--- src/rtl/store_pkg.sv ---
// Shared constants for the result-store path: FSM encoding, default widths
// and the default start address of the store region in W_B_I_Buffer.
package store_pkg;

  localparam logic [1:0] ST_IDLE = 2'd0;
  localparam logic [1:0] ST_RUN  = 2'd1;
  localparam logic [1:0] ST_DONE = 2'd2;

  localparam int DEFAULT_IN_WIDTH   = 256;
  localparam int DEFAULT_WORD_WIDTH = 32;
  localparam int BEATS              = DEFAULT_IN_WIDTH / DEFAULT_WORD_WIDTH;

  // 112 fetch words of 8 beats each sit below the store region.
  localparam int DEFAULT_STORE_START_OFFSET = 112 * BEATS;

  // Counter width that stays at least one bit for degenerate ranges.
  function automatic int cnt_width(input int n);
    return (n > 1) ? $clog2(n) : 1;
  endfunction

endpackage

--- src/rtl/word_serializer.sv ---
// Holds one wide input word and hands it out one Port A beat per cycle,
// least-significant slice first.
module word_serializer
  import store_pkg::*;
#(
  parameter int IN_WIDTH   = DEFAULT_IN_WIDTH,
  parameter int WORD_WIDTH = DEFAULT_WORD_WIDTH
) (
  input  logic                  clk,
  input  logic                  rst,
  input  logic                  load,
  input  logic [IN_WIDTH-1:0]   load_data,
  output logic                  full,
  output logic                  last_beat,
  output logic [WORD_WIDTH-1:0] beat_data
);

  localparam int NUM_BEATS = IN_WIDTH / WORD_WIDTH;
  localparam int BEAT_W    = cnt_width(NUM_BEATS);
  localparam logic [BEAT_W-1:0] LAST_BEAT = BEAT_W'(NUM_BEATS - 1);

  logic [IN_WIDTH-1:0] buf_reg;
  logic                full_reg;
  logic [BEAT_W-1:0]   beat_reg;

  always_ff @(posedge clk or posedge rst) begin
    if (rst) begin
      buf_reg  <= '0;
      full_reg <= 1'b0;
      beat_reg <= '0;
    end else if (load) begin
      // Load is only offered when empty or on the final beat, so nothing is lost.
      buf_reg  <= load_data;
      full_reg <= 1'b1;
      beat_reg <= '0;
    end else if (full_reg) begin
      buf_reg <= buf_reg >> WORD_WIDTH;
      if (beat_reg == LAST_BEAT) begin
        full_reg <= 1'b0;
        beat_reg <= '0;
      end else begin
        beat_reg <= beat_reg + 1'b1;
      end
    end
  end

  assign full      = full_reg;
  assign last_beat = full_reg && (beat_reg == LAST_BEAT);
  assign beat_data = buf_reg[WORD_WIDTH-1:0];

endmodule

--- src/rtl/store_logic_gen.sv ---
// Accepts wide result words and writes them as consecutive 32-bit beats to
// Port A of W_B_I_Buffer, pulsing store_done once a whole tile is written.
module store_logic_gen
  import store_pkg::*;
#(
  parameter int NUM_STORES_PER_TILE = 32,
  parameter int ADDR_WIDTH          = 14,
  parameter int STORE_START_OFFSET  = DEFAULT_STORE_START_OFFSET,
  parameter int IN_WIDTH            = DEFAULT_IN_WIDTH,
  parameter int WORD_WIDTH          = DEFAULT_WORD_WIDTH
) (
  input  logic                  clk,
  input  logic                  rst,
  input  logic                  start_store,
  input  logic                  reset_addr_counter,
  input  logic                  in_valid,
  output logic                  in_ready,
  input  logic [IN_WIDTH-1:0]   in_data,
  output logic                  bram_ena,
  output logic                  bram_wea,
  output logic [ADDR_WIDTH-1:0] bram_addra,
  output logic [WORD_WIDTH-1:0] bram_dina,
  output logic                  store_done,
  output logic                  busy
);

  localparam int WORD_W = cnt_width(NUM_STORES_PER_TILE);
  localparam logic [WORD_W-1:0]     LAST_WORD  = WORD_W'(NUM_STORES_PER_TILE - 1);
  localparam logic [ADDR_WIDTH-1:0] START_ADDR = ADDR_WIDTH'(STORE_START_OFFSET);

  logic [1:0]            state_reg;
  logic [WORD_W-1:0]     word_reg;
  logic [ADDR_WIDTH-1:0] addr_reg;
  logic                  full;
  logic                  last_beat;
  logic                  xfer;

  word_serializer #(
    .IN_WIDTH   (IN_WIDTH),
    .WORD_WIDTH (WORD_WIDTH)
  ) u_serializer (
    .clk       (clk),
    .rst       (rst),
    .load      (xfer),
    .load_data (in_data),
    .full      (full),
    .last_beat (last_beat),
    .beat_data (bram_dina)
  );

  // Ready depends on registered state only; the next word may be taken on the
  // final beat of the current one so a steady stream never leaves a write gap.
  assign in_ready = (state_reg == ST_RUN) &&
                    (!full || (last_beat && (word_reg != LAST_WORD)));
  assign xfer     = in_valid && in_ready;

  always_ff @(posedge clk or posedge rst) begin
    if (rst) begin
      state_reg <= ST_IDLE;
      word_reg  <= '0;
      addr_reg  <= START_ADDR;
    end else begin
      case (state_reg)
        ST_IDLE: begin
          if (reset_addr_counter) addr_reg <= START_ADDR;
          if (start_store) begin
            state_reg <= ST_RUN;
            word_reg  <= '0;
          end
        end
        ST_RUN: begin
          if (full) begin
            addr_reg <= addr_reg + 1'b1;
            if (last_beat) begin
              if (word_reg == LAST_WORD) begin
                state_reg <= ST_DONE;
                word_reg  <= '0;
              end else begin
                word_reg <= word_reg + 1'b1;
              end
            end
          end
        end
        ST_DONE: state_reg <= ST_IDLE;
        default: state_reg <= ST_IDLE;
      endcase
    end
  end

  assign bram_ena   = full;
  assign bram_wea   = full;
  assign bram_addra = addr_reg;
  assign store_done = (state_reg == ST_DONE);
  assign busy       = (state_reg != ST_IDLE);

endmodule

--- config.mk ---
export PLATFORM = sky130hd
export DESIGN_NAME = store_logic_gen
export DESIGN_NICKNAME = d
export VERILOG_FILES = /design/src/rtl/store_pkg.sv /design/src/rtl/word_serializer.sv /design/src/rtl/store_logic_gen.sv
export SDC_FILE = /design/constraint.sdc
export NUM_CORES = 1
export LEC_CHECK = 0
export BUFFER_PORTS_ARGS = -buffer_cell sky130_fd_sc_hd__buf_4
export CORE_UTILIZATION = 35
export CTS_CLUSTER_SIZE = 24
export DETAILED_ROUTE_END_ITERATION = 10
export PLACE_DENSITY_LB_ADDON = 0.08
export SYNTH_ARGS = -nofsm -noshare
export SYNTH_HDL_FRONTEND = slang
export SYNTH_SLANG_ARGS = --single-unit
--- constraint.sdc ---
create_clock -name clk -period 10.5 [get_ports clk]
set_input_delay 0.525 -clock clk [delete_from_list [all_inputs] [get_ports clk]]
set_output_delay 0.525 -clock clk [all_outputs]
set_load 0.03 [all_outputs]
* After elaboration in Yosys (flattened, before gate mapping) *
Index checks and enable logic that the tools add are counted.

word-level totals
  output and inout bits = 51
  input bits = 261
  logic and storage cells = 53
  register bits after elaboration = 281

cells by class
  mux-type cells = 21
  equality and inequality tests = 10
  $add $sub $neg = 3
  reductions and logical operators = 13

operators with widths
  kind                   number
  $mux 256               2
  $mux 14                2
  $pmux 14 s2            1
  $mux 5                 4
  $add 14x1->14 const B  1
  $pmux 5 s2             1
  $mux 3                 3
  $mux 2                 4
  $reduce_and 4->1       2
  $ne 2x2->1 const B     3
  $reduce_bool 2->1      3
  $add 5x1->5 const B    1
  $eq 5x5->1 const B     1
  $ne 5x5->1 const B     1
  $logic_and 1x1->1      4
  $ne 2x1->1 const B     2
  $pmux 2 s2             1
  $add 3x1->3 const B    1
  $eq 3x3->1 const B     1
  $mux 1                 3
  $reduce_and 3->1       1
  $eq 2x1->1 const B     1
  $eq 2x2->1 const B     1
  $logic_not 2->1        1
  other kinds (2)        2

* Longest topological paths before layout *
  depth after elaboration = 7
  depth in mapped cells = 10
  mapped depth without buffers = 7

* Cells and area by module *
A second synthesis with hierarchy kept.

unflattened totals
  cells, all modules = 1278
  area, all modules = 13178.9 um2

modules (own cells, without submodules)
  module           cells each  seq. area each (um2)  area an instance (um2)  instances
  word_serializer  1159        6506.2                12059.1                 1
  store_logic_gen  119         529.3                 1119.8                  1

* Worst setup path before layout *
OpenSTA, ideal clock, no wires.

  path type = register -> register
  start point = register word_reg[0]
  end point = register u_serializer.buf_reg[0]
  buffers on the path = 3
  clock period less this slack = 2.223 ns
  slack = 8.277 ns
  arrival = 2.141 ns
  data required time = 10.417 ns
  library setup time = 0.083 ns
  cell stages (with the launch flop) = 11
  cell sequence = dfrtp_1 > ha_1 > and3_1 > ha_1 > nand2b_1 > a211oi_1 > buf_2 > buf_2 > buf_2 > nand2_1 > o21ai_0

on the way
  cells in the longest elaborated chain, start to end = 6
  elaborated cells between the ends (all ways) = 7
  classes of those cells = eq/ne: 1; mux: 1; reduce/logical: 5

ends and longest elaborated chain
  what                                                  RTL line               source
  from (decl)                                           store_logic_gen.sv:32  logic [WORD_W-1:0] word_reg;
  from (signal assigned)                                store_logic_gen.sv:79  word_reg <= word_reg + 1'b1;
  $ne 5x5->1 *                                          store_logic_gen.sv:54  (!full || (last_beat && (word_reg != LAST_WORD)));
  $logic_and 1x1->1 *                                   store_logic_gen.sv:54
  $logic_or 1x1->1 *                                    store_logic_gen.sv:54
  $logic_and 1x1->1 *                                   store_logic_gen.sv:53  assign in_ready = (state_reg == ST_RUN) &&
  $logic_and 1x1->1 *                                   store_logic_gen.sv:55  assign xfer = in_valid && in_ready;
  $mux 256 / $reduce_bool 2->1 (equally long branches)  --
  to (signal assigned)                                  word_serializer.sv:33  buf_reg <= load_data;
  to (signal assigned)                                  word_serializer.sv:37  buf_reg <= buf_reg >> WORD_WIDTH;
  to (decl)                                             word_serializer.sv:22  logic [IN_WIDTH-1:0] buf_reg;

Mark *: on every way between the ends. The rest lies on a longest branch, timed or not.
A chain may end at the register's enable or synchronous reset.

* Final worst setup path *
  start point = register word_reg[0]
  end point = register u_serializer.buf_reg[129]

Same word-level chain as after synthesis.

==> run summary <==
====================================================================================
Post-synthesis average cell area                                           10.2 um^2
Worst-margin pin slew                                                        1.43 ns
Setup TNS                                                                       0 ns
Main flop type after synthesis                                          sky130_fd_sc_hd__dfrtp_1
Final worst-path cycle share                                                   0.388
Portion of total power attributed to combinational logic                       0.338
Setup CP Type                                                             reg -> reg
Area share of the largest cell type after synthesis                            0.534
Switch Pwr                                                                 0.00165 W
Post-CTS setup repair buffer count                                                 0
Proportion of synthesized flip-flops having asynchronous set or reset           1.00
Area grow syn2layout                                                           26.9%
LEAKAGE                                                                      8.41 nW
Wire per inst                                                                17.3 um
Antenna viol nets, final                                                           0
Flip-flop count of the largest register after layout                             256
Areal power density over the cells                                       277 mW/mm^2
Area taken by flip-flops and latches                                    0.00704 mm^2
Number of placed cells counting well taps                                       1944
Peak supply drop                                                            0.187 mV
Filler Cell Count                                                               3564
Overall routed net length                                                   34600 um
Later-pin clock latency in the skew report                                   0.51 ns
Total power                                                                0.00458 W
Share of final-layout standard cells stronger than drive strength 1            0.246
Leading post-synthesis cells by cell area                               sky130_fd_sc_hd__dfrtp_1 (53%), sky130_fd_sc_hd__mux2i_1 (17%), sky130_fd_sc_hd__o21ai_0 (10%), sky130_fd_sc_hd__nand2_1 (7.6%), sky130_fd_sc_hd__buf_4 (1.9%)
Final min period                                                             4.08 ns
Final worst slack                                                            6.42 ns
Highest clock rate                                                         0.245 GHz
Cell chosen for the clock root                                          sky130_fd_sc_hd__clkbuf_16
Max H-tree Level                                                                   2
Switching part of the total                                                    0.359
Synth Area in Simple Gates                                                     0.115
Most frequent cell after synthesis                                      sky130_fd_sc_hd__dfrtp_1
Crit start category                                                             flop
Overall die area                                                         0.0380 mm^2
Initial core utilization                                                       0.356
Global-route wire length before repair                                      54500 um
Detailed-route DRC error count                                                     0
Global-route usage over all layers                                             0.180
Count of input and output buffers                                                311
Type of destination of the critical path                                        flop
Final-report max-slew violation count                                              0
Die Span X                                                                    195 um
TritonCTS Buffers                                                                 34
Filler-free cell count of the finished design                                   2004
Final HPWL from detailed placement                                          23300 um
Routability-driven placement congestion ratio                                  0.784
Clock buffer depth                                                                 3
Largest net degree at the start of global routing                                306
Iteration-0 DRC count of the detailed router                                     650
Run status                                                              finished clean
Synthesized flop and latch total                                                 281
Clock power share                                                              0.254
Y dimension of the die                                                        195 um
Antenna violations before repair                                                   1
RSZ-0062 raised after global routing                                              no
Total nets after synthesis                                                      1545
Vias per inst                                                                   4.82
Number of placement rows                                                          70
Headroom to the max-slew limit                                                0.0447
List of most frequent post-synthesis cells                              sky130_fd_sc_hd__dfrtp_1 (278), sky130_fd_sc_hd__nand2_1 (263), sky130_fd_sc_hd__o21ai_0 (262)
Count of yosys warnings during synthesis                                           0
Final number of hold-violating endpoints                                           0
WP data arrival                                                              4.39 ns
Synthesized cell area                                                    0.0130 mm^2
Count of maximum capacitance violations                                            0
Utilization of the core after routing                                          0.452
Detailed Routing Iterations Pass 1                                                 5
Final net count                                                                 1778
Placeable core area                                                      0.0366 mm^2
Type of the worst min-delay path                                         in -> async
Cells after synthesis                                                           1279
Multiplexer share of the synthesized area                                      0.176
Setup Skew                                                                 0.0150 ns
Maximum net fanout on the critical path                                          305
TritonCTS sink count                                                             281
Total area of multi-input combinational cells                           0.00536 mm^2
Clock-pin transition on the worst setup and hold timing paths                0.06 ns
Dominant combinational cell family by area after synthesis              multiplexers
Via count of the first global-routing pass                                      9521
Design internal power                                                      0.00293 W
Library cell occupying the most area in the post-synthesis netlist      sky130_fd_sc_hd__dfrtp_1
Top-Level Pins                                                                   312
Register area share after synthesis                                            0.540
Synthesized-area fraction occupied by ao, oa, aoi and oai cells                0.110
Number of setup violations in the final report                                     0
Fraction of power consumed by sequential logic                                 0.408
Number of enable flip-flop cells after synthesis                                   0
Post-cts hold buffer count                                                         0
Adder and majority cell fraction of the synthesized area                     0.00480
Number of library cell types mapped by synthesis                                  38
CTS tree                                                                        done
Parity-gate share of the synthesized area counting xor and xnor cells        0.00403
Post-CTS sizing                                                                    0
Worst setup slack after placement                                            6.60 ns
Leftover overflow at the end of global routing                                     0
Worst EP required                                                           10.82 ns
Vias after detailed routing                                                     9663
====================================================================================
metal layers:
| layer | part of all wire | global-route usage |
|---|---|---|
| met1 | 0.54 | 0.291 |
| met4 | 0.013 | 0.0408 |
| met2 | 0.40 | 0.242 |
| met3 | 0.050 | 0.0340 |
| met5 | 0 | 0 |
critical path: stages, from the launching register on:
cell,delay (ns)
sky130_fd_sc_hd__dfrtp_1,0.40
sky130_fd_sc_hd__ha_1,0.23
sky130_fd_sc_hd__and3_1,0.19
sky130_fd_sc_hd__ha_1,0.24
sky130_fd_sc_hd__nand2b_1,0.21
sky130_fd_sc_hd__a211oi_4,0.50
sky130_fd_sc_hd__buf_4,0.73
sky130_fd_sc_hd__buf_12,0.56
sky130_fd_sc_hd__o21ai_0,0.26
cells in the final DEF, fill, tap and decap left out, types with 2 or more instances in the layout:
cell type and count:
sky130_fd_sc_hd__dfstp_2 3, sky130_fd_sc_hd__clkinv_2 2, sky130_fd_sc_hd__dfrtp_1 277, sky130_fd_sc_hd__nand2_1 263
sky130_fd_sc_hd__nor4_1 2, sky130_fd_sc_hd__clkbuf_1 12, sky130_fd_sc_hd__mux2i_1 227, sky130_fd_sc_hd__ha_1 5
sky130_fd_sc_hd__or4_1 2, sky130_fd_sc_hd__o2bb2ai_1 2, sky130_fd_sc_hd__nand3_1 8, sky130_fd_sc_hd__nor3_1 3
sky130_fd_sc_hd__xnor2_1 4, sky130_fd_sc_hd__o21ai_0 262, sky130_fd_sc_hd__a41o_1 2, sky130_fd_sc_hd__and3_1 4
sky130_fd_sc_hd__nand3b_1 3, sky130_fd_sc_hd__xor2_1 2, sky130_fd_sc_hd__nand2b_1 39, sky130_fd_sc_hd__clkbuf_8 6
sky130_fd_sc_hd__buf_12 2, sky130_fd_sc_hd__a31oi_1 3, sky130_fd_sc_hd__nand4_1 3, sky130_fd_sc_hd__nor2b_1 2
sky130_fd_sc_hd__buf_4 318, sky130_fd_sc_hd__nor2_1 13, sky130_fd_sc_hd__o31ai_1 5, sky130_fd_sc_hd__a21oi_1 5
sky130_fd_sc_hd__inv_1 6, sky130_fd_sc_hd__clkbuf_16 37
path summary, 6_finish.rpt:
kind	startpoint	end	slack (ns)	cells past startpoint
max in group asynchronous	rst	u_serializer.buf_reg[22]	8.34	4
hold reg to reg	word_reg[0]	word_reg[0]	0.50	1
setup / recovery	word_reg[0]	u_serializer.buf_reg[129]	6.42	8
hold / removal	rst	u_serializer.buf_reg[229]	0.07	2
setup reg to reg	word_reg[0]	u_serializer.buf_reg[129]	6.42	8
min in group clk	in_data[242]	u_serializer.buf_reg[242]	0.22	3
power by group through the flow:
stage | sequential, W | combinational [W] | clock (W)
6_report | 0.00187 | 0.00155 | 0.00116
2_1_floorplan | 0.00177 | 0.00124 | 0
3_3_place_gp | 0.00187 | 0.00153 | 0
4_1_cts | 0.00187 | 0.00157 | 0.00120
3_5_place_dp | 0.00189 | 0.00156 | 0
5_1_grt | 0.00193 | 0.00173 | 0.00124
area by class of cell:
type | instances | area share
flip-flops and latches | 281 | 0.425
multi-input cells | 868 | 0.324
repair buffers | 320 | 0.147
clock buffers | 55 | 0.0637
well taps | 468 | 0.0354
clock inverters | 4 | 0.00287
inverters | 7 | 0.00204
diodes | 1 | 0.000151
logic make-up (layout without fill, tap and decap cells):
family / after synthesis / in the layout
compound gates: 280 / 280
flops: 281 / 281
simple gates: 348 / 348
other cells: 0 / 1
mux: 229 / 229
fa+ha+maj: 5 / 5
xor+xnor: 6 / 6
buf+inv: 130 / 386
through the flow:
step,hold slack (ns),cell area [um^2]
after global placement,0.484,15400
after global routing,0.125,16500
final,0.0723,16500
after floorplan,0.462,13000
after detailed placement,0.493,15400
after CTS,0.113,16500
Note: power is estimated with default switching activity, not from simulation.
